**config.mk**
```make
export PLATFORM = sky130hd
export DESIGN_NAME = tbird_light_seq
export DESIGN_NICKNAME = d
export VERILOG_FILES = /design/src/rtl/tbird_pkg.sv /design/src/rtl/tbird_light_seq_sync_2ff.sv /design/src/rtl/tbird_light_seq.sv
export SDC_FILE = /design/constraint.sdc
export NUM_CORES = 1
export LEC_CHECK = 0
export CAP_MARGIN = 10
export CORE_UTILIZATION = 51
export CTS_CLUSTER_SIZE = 30
export DETAILED_ROUTE_END_ITERATION = 8
export PLACE_DENSITY_LB_ADDON = 0.3
export SETUP_SLACK_MARGIN = 0.15
export SYNTH_ARGS = -nofsm -noshare
export SYNTH_HDL_FRONTEND = slang
export SYNTH_SLANG_ARGS = --single-unit
```
**constraint.sdc**
```tcl
create_clock -name clk -period 2.1 [get_ports clk]
set_input_delay 0.63 -clock clk [delete_from_list [all_inputs] [get_ports clk]]
set_output_delay 0.63 -clock clk [all_outputs]
set_load 0.05 [all_outputs]
```
**src/rtl/tbird_pkg.sv**
```systemverilog
// Shared types for the Thunderbird tail-light sequencer: state codes, lamp patterns, request decode.
package tbird_pkg;

    localparam int unsigned LAMP_W = 3;

    typedef enum logic [2:0] {
        ST_IDLE = 3'd0,
        ST_L1   = 3'd1,
        ST_L2   = 3'd2,
        ST_L3   = 3'd3,
        ST_R1   = 3'd4,
        ST_R2   = 3'd5,
        ST_R3   = 3'd6,
        ST_HZ   = 3'd7
    } state_e;

    typedef enum logic [1:0] {
        REQ_NONE  = 2'd0,
        REQ_LEFT  = 2'd1,
        REQ_RIGHT = 2'd2,
        REQ_HAZ   = 2'd3
    } req_e;

    localparam logic [LAMP_W-1:0] LAMP_OFF = 3'b000;
    localparam logic [LAMP_W-1:0] LAMP_1   = 3'b001;
    localparam logic [LAMP_W-1:0] LAMP_2   = 3'b011;
    localparam logic [LAMP_W-1:0] LAMP_3   = 3'b111;

    typedef struct packed {
        logic [LAMP_W-1:0] left;
        logic [LAMP_W-1:0] right;
    } lamps_t;

    // Both turn switches together are treated as a hazard request.
    function automatic req_e decode_req(input logic s_l, input logic s_r, input logic s_h);
        if (s_h || (s_l && s_r)) return REQ_HAZ;
        else if (s_l)            return REQ_LEFT;
        else if (s_r)            return REQ_RIGHT;
        else                     return REQ_NONE;
    endfunction

    function automatic lamps_t lamp_code(input state_e st);
        lamps_t l;
        l.left  = LAMP_OFF;
        l.right = LAMP_OFF;
        case (st)
            ST_L1:   l.left = LAMP_1;
            ST_L2:   l.left = LAMP_2;
            ST_L3:   l.left = LAMP_3;
            ST_R1:   l.right = LAMP_1;
            ST_R2:   l.right = LAMP_2;
            ST_R3:   l.right = LAMP_3;
            ST_HZ: begin
                l.left  = LAMP_3;
                l.right = LAMP_3;
            end
            default: ;
        endcase
        return l;
    endfunction

endpackage

```
**src/rtl/tbird_light_seq_sync_2ff.sv**
```systemverilog
// W-bit two-flop synchroniser for asynchronous switch inputs, async active-low reset to 0.
module sync_2ff #(
    parameter int unsigned W = 1
) (
    input  logic         i_clk,
    input  logic         i_rst_n,
    input  logic [W-1:0] i_d,
    output logic [W-1:0] o_q
);

    logic [W-1:0] r_meta;
    logic [W-1:0] r_sync;

    always_ff @(posedge i_clk or negedge i_rst_n) begin
        if (!i_rst_n) begin
            r_meta <= '0;
            r_sync <= '0;
        end else begin
            r_meta <= i_d;
            r_sync <= r_meta;
        end
    end

    assign o_q = r_sync;

endmodule

```
**src/rtl/tbird_light_seq.sv**
```systemverilog
// Thunderbird tail-light sequencer: animates three lamps per side for left, right and hazard,
// advancing one lamp state every STEP_TICKS divider ticks.
module tbird_light_seq
    import tbird_pkg::*;
#(
    parameter int unsigned STEP_TICKS = 25
) (
    input  logic              clk,
    input  logic              reset,
    input  logic              tick,
    input  logic              left_sw,
    input  logic              right_sw,
    input  logic              haz_sw,
    output logic [LAMP_W-1:0] left_lamps,
    output logic [LAMP_W-1:0] right_lamps,
    output logic              step,
    output logic              busy
);

    localparam int unsigned      CNT_W    = (STEP_TICKS > 1) ? $clog2(STEP_TICKS) : 1;
    localparam logic [CNT_W-1:0] CNT_LAST = CNT_W'(STEP_TICKS - 1);

    logic [2:0]       w_sync;
    req_e             w_req;
    logic             w_step;
    logic [CNT_W-1:0] w_cnt_nxt;
    state_e           w_state_nxt;
    lamps_t           w_lamps_nxt;

    state_e           r_state;
    logic [CNT_W-1:0] r_cnt;

    sync_2ff #(
        .W (3)
    ) u_sync (
        .i_clk   (clk),
        .i_rst_n (reset),
        .i_d     ({haz_sw, right_sw, left_sw}),
        .o_q     (w_sync)
    );

    // Step counter: idle holds it at zero, otherwise it counts ticks and wraps on a step.
    always_comb begin
        w_req     = decode_req(w_sync[0], w_sync[1], w_sync[2]);
        w_step    = 1'b0;
        w_cnt_nxt = r_cnt;
        if (r_state == ST_IDLE) begin
            w_cnt_nxt = '0;
        end else if (tick) begin
            if (r_cnt == CNT_LAST) begin
                w_cnt_nxt = '0;
                w_step    = 1'b1;
            end else begin
                w_cnt_nxt = r_cnt + CNT_W'(1);
            end
        end
    end

    // Next-state: idle reacts every clk, animation states advance only on a step.
    always_comb begin
        w_state_nxt = r_state;
        case (r_state)
            ST_IDLE: begin
                case (w_req)
                    REQ_HAZ:   w_state_nxt = ST_HZ;
                    REQ_LEFT:  w_state_nxt = ST_L1;
                    REQ_RIGHT: w_state_nxt = ST_R1;
                    default:   w_state_nxt = ST_IDLE;
                endcase
            end
            ST_L1: if (w_step) w_state_nxt = (w_req == REQ_HAZ) ? ST_IDLE : ST_L2;
            ST_L2: if (w_step) w_state_nxt = (w_req == REQ_HAZ) ? ST_IDLE : ST_L3;
            ST_R1: if (w_step) w_state_nxt = (w_req == REQ_HAZ) ? ST_IDLE : ST_R2;
            ST_R2: if (w_step) w_state_nxt = (w_req == REQ_HAZ) ? ST_IDLE : ST_R3;
            ST_L3, ST_R3, ST_HZ: if (w_step) w_state_nxt = ST_IDLE;
            default: w_state_nxt = ST_IDLE;
        endcase
        w_lamps_nxt = lamp_code(w_state_nxt);
    end

    // Lamps and busy are taken from next-state so they change on the same edge as the state.
    always_ff @(posedge clk or negedge reset) begin
        if (!reset) begin
            r_state     <= ST_IDLE;
            r_cnt       <= '0;
            step        <= 1'b0;
            busy        <= 1'b0;
            left_lamps  <= LAMP_OFF;
            right_lamps <= LAMP_OFF;
        end else begin
            r_state     <= w_state_nxt;
            r_cnt       <= w_cnt_nxt;
            step        <= w_step;
            busy        <= (w_state_nxt != ST_IDLE);
            left_lamps  <= w_lamps_nxt.left;
            right_lamps <= w_lamps_nxt.right;
        end
    end

endmodule

```
# Word level (Yosys, flattened, before mapping)
# Index checks and enable logic that the tools add are counted.
[op_classes] addsub=1 eq_ne=18 mux=22 n_reduce_logical=8
[op_table] op="3-bit case mux with 3 select lines" n=3
[op_table] op="3-bit equality test (second input constant)" n=8
[op_table] op="3-bit 2-to-1 mux" n=7
[op_table] op="3-bit case mux with 6 select lines" n=1
[op_table] op="5-bit 2-to-1 mux" n=3
[op_table] op="3-bit by 2-bit equality test with 1-bit output (second input constant)" n=4
[op_table] op="2-bit 2-to-1 mux" n=5
[op_table] op="3-bit by 1-bit equality test with 1-bit output (second input constant)" n=2
[op_table] op="5-bit by 1-bit adder with 5-bit output (second input constant)" n=1
[op_table] op="5-bit equality test (second input constant)" n=1
[op_table] op="2-bit equality test (second input constant)" n=2
[op_table] op="2-bit OR reduction" n=2
[op_table] op="3-bit zero test" n=1
[op_table] op="1-bit 2-to-1 mux" n=3
[op_table] op="3-bit nonzero test" n=1
[op_table] op="3-bit OR reduction" n=1
[op_table] op="2-bit by 1-bit equality test with 1-bit output (second input constant)" n=1
[op_table] op="2-bit nonzero test" n=1
[op_table] op="1-bit logical AND" n=1
[op_table] op="1-bit logical OR" n=1
[word_totals] reg_bits=22 output_inout_bits=8 wordCells=57

# Logic depth before layout (Yosys ltp)
[logic_depth] depth_word=10 mapped_depth=7 depth_no_buf=7

# By module
# A second synthesis with hierarchy kept.
[hier_totals] hier_cells=77 area_unflattened_um2=924.6
[by_module_without_submodules] mod="tbird_light_seq" instances=1 cells_per_inst=71 area_per_inst_um2=774.5 seq_area_each_um2=400.4
[by_module_without_submodules] mod="sync_2ff" instances=1 cells_per_inst=6 area_per_inst_um2=150.1 seq_area_each_um2=150.1

# Least setup slack after synthesis
# OpenSTA, ideal clock, no wires.
[synth_timing] path_type="register -> register" from="reg r_cnt[0]" to="reg right_lamps[2]" t_arrival_ns=1.452 required_ns=1.981 setup_slack_ns=0.529 stages_incl_launch_ff=7 path_cell_list="dfrtp_1 -> inv_1 -> ha_1 -> and4b_1 -> a31oi_1 -> a311o_2 -> and2_1"
[synth_rtl] element="from (decl)" line_no="tbird_light_seq.sv:31" rtl="logic [CNT_W-1:0] r_cnt;"
[synth_rtl] element="from (signal assigned)" line_no="tbird_light_seq.sv:92" rtl="r_cnt <= w_cnt_nxt;"
[synth_rtl] element="to (signal assigned)" line_no="tbird_light_seq.sv:96" rtl="right_lamps <= w_lamps_nxt.right;"
[synth_rtl] element="to (decl)" line_no="tbird_light_seq.sv:15" rtl="output logic [LAMP_W-1:0] right_lamps,"

# Final worst setup path
[layout_timing] from="in tick" to="reg busy"
[layout_between] elab_chain_cells=5 word_cells_on_any_way=9 classes_between="mux: 8; reduce/logical: 1"
[layout_lines] element="from (decl)" line_no="tbird_light_seq.sv:10" rtl="input logic tick,"
[layout_lines] element="1-bit 2-to-1 mux *" line_no="tbird_light_seq.sv:49" rtl="end else if (tick) begin"
[layout_lines] element="1-bit 2-to-1 mux *" line_no="tbird_light_seq.sv:47" rtl="if (r_state == ST_IDLE) begin"
[layout_lines] element="3-bit 2-to-1 mux, on equally long branches"
[layout_lines] element="3-bit case mux with 6 select lines *" line_no="tbird_light_seq.sv:62" rtl="case (r_state)"
[layout_lines] element="3-bit nonzero test *" line_no="tbird_light_seq.sv:94" rtl="busy <= (w_state_nxt != ST_IDLE);"
[layout_lines] element="to (signal assigned)" line_no="tbird_light_seq.sv:94"
[layout_lines] element="to (decl)" line_no="tbird_light_seq.sv:17" rtl="output logic busy"
# Mark *: on every way between the ends. The rest lies on a longest branch, timed or not.
# A chain may end at the register's enable or synchronous reset.

==> metrics.md <==
| Metric | Value |
|---|---|
| Status | `completed` |
| DR pass1 iterations | `4` |
| Routability cong. | `0.820` |
| Wire per inst | `12.5 um` |
| Worst-path maximum fanout | `5` |
| Placement-stage worst setup slack | `-41.2 ps` |
| CTS tree | `yes` |
| Starting DRT DRC Count | `7` |
| Multiplexer share of the synthesized area | `0.0116` |
| Hold Crit Class | `reg -> reg` |
| Synth Cell Area | `970 um2` |
| Period utilisation layout | `0.866` |
| Final setup vio count | `0` |
| Residual DRC | `0` |
| Mean Syn Cell Area | `10.9 um2` |
| Initial antenna violation count | `0` |
| Max-slew violations | `0` |
| Post-route worst setup slack | `280 ps` |
| Peak Freq | `0.550 GHz` |
| Area Overhead vs Synth | `17.0%` |
| Port Buffers | `13` |
| Final cell count without fillers | `130` |
| Mean number of vias per cell | `5.40` |
| ANT nets after route | `0` |
| Power, Total | `1.07 mW` |
| Clk Latency, worst-skew pair | `300 ps` |
| Pwr Density | `942 nW/um2` |
| Startpoint Class | `input pin` |
| Critical Path, Cell by Cell | `clkdlybuf4s50_1, inv_1, o31a_1, nor4_2, nand2_1` |
| HPWL after detailed placement | `1.21 mm` |
| Max incr delay on CP | `540 ps` |
| Final net count | `114` |
| Number of synthesized flops with an enable pin | `0` |
| Clock-pin slew on the worst setup and hold paths | `120 ps` |
| Worst Max-Slew Pin Slew | `494 ps` |
| Number of buffers created by CTS | `3` |
| # rows | `15` |
| Synth top area cells | `dfrtp_1 54%, nand2_1 3.1%, nor2_1 2.7%` |
| Worst hold slack | `357 ps` |
| Largest net degree at the start of global routing | `22` |
| Starting density of the core | `0.556` |
| H-Tree Depth | `1` |
| Post-Synth Adder-Cell Area | `0.0258` |
| Leakage | `0.479 nW` |
| Area leader, netlist | `dfrtp_1` |
| Compound-Gate Fraction of Synth Area | `0.138` |
| First-pass GRT wire length | `2.75 mm` |
| Ratio of cells with drive above 1 in the final layout | `0.133` |
| Top cell type's share of synthesized area | `0.542` |
| Final Cell Area | `1130 um2` |
| Yosys cell types | `34` |
| Post-CTS setup buffer count | `0` |
| Sequential element share of the synthesized area | `0.542` |
| Crit path max-delay cell type | `clkdlybuf4s50_1` |
| Die Ht | `45.6 um` |
| Util after Layout | `0.650` |
| Number of diodes | `0` |
| Setup TNS | `0 ps` |
| Worst Setup End Kind | `flip-flop` |
| Clk sinks | `21` |
| Worst Path Required | `2270 ps` |
| Crit path DAT | `1990 ps` |
| Via total after detailed routing | `702` |
| Worst Skew | `7.50 ps` |
| Final Hold Vio Count | `0` |
| I/O pins | `14` |
| Vias in the first global route | `643` |
| Post-Syn Instances | `89` |
| Slew headroom | `0.672` |
| CTS Root Cell | `clkbuf_4` |
| Largest family of logic cells by synthesized area | `simple AND/OR/NAND/NOR gates` |
| #FFs+latches synth | `21` |
| Ys Warns | `0` |
| Async SR Flop Fraction | `1.00` |
| Cells after DPL | `126` |
| VDD IR-drop max | `507 uV` |
| Total Die Area | `2080 um2` |
| Overall routing resource usage | `0.189` |
| Post-Synth Simple-Gate Area | `0.214` |
| Syn Nets | `97` |
| Post-placement cell area | `1120 um2` |
| Total grt overflow | `0` |
| Synth Area in XOR/XNOR | `0.00903` |
| CP Class | `in -> reg` |
| Final wirelength | `1.62 mm` |
| Worst-case clock buffer depth | `2` |
| Minimum clock period | `1820 ps` |
| Chip width | `45.6 um` |
| Main synth FF type | `dfrtp_1` |
| RSZ-0062 raised after global routing | `no` |
| Core area | `1750 um2` |
| Total of max-cap violations | `0` |
==> power breakdown <==
group / internal [mW] / switching, mW
clock: 0.0708 / 0.118
sequential: 0.479 / 0.0874
combinational: 0.129 / 0.185
total: 0.678 / 0.391
==> critical path, delay by kind of cell <==
family          cells  cell delay, ps
simple gates        2             400
buf+inv             2             650
compound gates      1             310
==> final timing paths <==
path	startpoint	end	slack [ps]	cells after the start
worst min-delay path	u_sync.r_meta[1]	u_sync.o_q[1]	360	0
min in group asynchronous	reset	r_cnt[2]	660	2
max in group asynchronous	reset	u_sync.o_q[2]	1230	2
worst max-delay path	tick	busy	280	5
worst max register to register	r_cnt[0]	busy	360	6
worst min register to register	u_sync.r_meta[1]	u_sync.o_q[1]	360	0
==> flip-flops by register name (all words and copies together) (netlist names) <==
register and flops:
busy 1, left_lamps 3, r_cnt 5, r_state 3, right_lamps 2, step 1
u_sync.o_q 3, u_sync.r_meta 3
==> area by class of cell <==
class / count / area [um2]
clock inverters: 1 / 5.00
inverters: 6 / 22.5
flip-flops and latches: 21 / 526
clock buffers: 3 / 22.5
well taps: 25 / 31.3
repair buffers: 16 / 141
fillers: 153 / 611
multi-input cells: 58 / 387
==> synthesized netlist by cell type (2+ instances only) <==
cell and instances:
or3_1 2, nand2_1 8, o21ai_1 2, a31oi_1 3, inv_1 5, buf_6 2
and2_1 3, dfrtp_1 21, nor4_1 2, a2111o_1 2, a211o_1 2, nand3_1 3
nand2b_1 2, ha_1 2, nor3_1 4, nor2_1 7, o31a_1 2
==> timing repair <==
action / in CTS / in global routing
endpoints found under the setup margin: 7 / 0
resized for setup: 7 / 0
hold buffers: 0 / 0
==> per-layer routing <==
layer	GRT usage	part of all wire	vias to the layer above
li1	-	-	349
met1	0.221	0.46	335
met2	0.329	0.49	16
met3	0.0278	0.033	2
met4	0.103	0.0080	0
met5	0	0	-
==> logic make-up (layout without fill, tap and decap cells) <==
logic type,Yosys count,count (layout)
AOI/OAI and AO/OA,17,17
DFF,21,21
buffers and inverters,10,26
adders and majority gates,2,2
muxes,1,1
and+or+nand+nor,37,37
xor gates and xnor gates,1,1
==> layout by cell type, fill, tap and decap left out, types with 2 or more instances in the layout <==
master | Yosys | layout
a31oi_1 | 3 | 3
nand3_1 | 3 | 3
a211o_1 | 2 | 2
buf_4 | 1 | 4
o21ai_1 | 2 | 2
nand2_1 | 8 | 8
nor2_1 | 7 | 7
or3_1 | 2 | 2
nor4_1 | 2 | 2
nor3_1 | 4 | 4
clkbuf_4 | 0 | 3
dlygate4sd2_1 | 0 | 7
inv_1 | 5 | 5
o31a_1 | 2 | 2
a2111o_1 | 2 | 2
ha_1 | 2 | 2
clkdlybuf4s50_1 | 0 | 5
dfrtp_1 | 21 | 21
and2_1 | 3 | 3
nand2b_1 | 2 | 2
No activity file was read; power rests on OpenSTA's default activity.
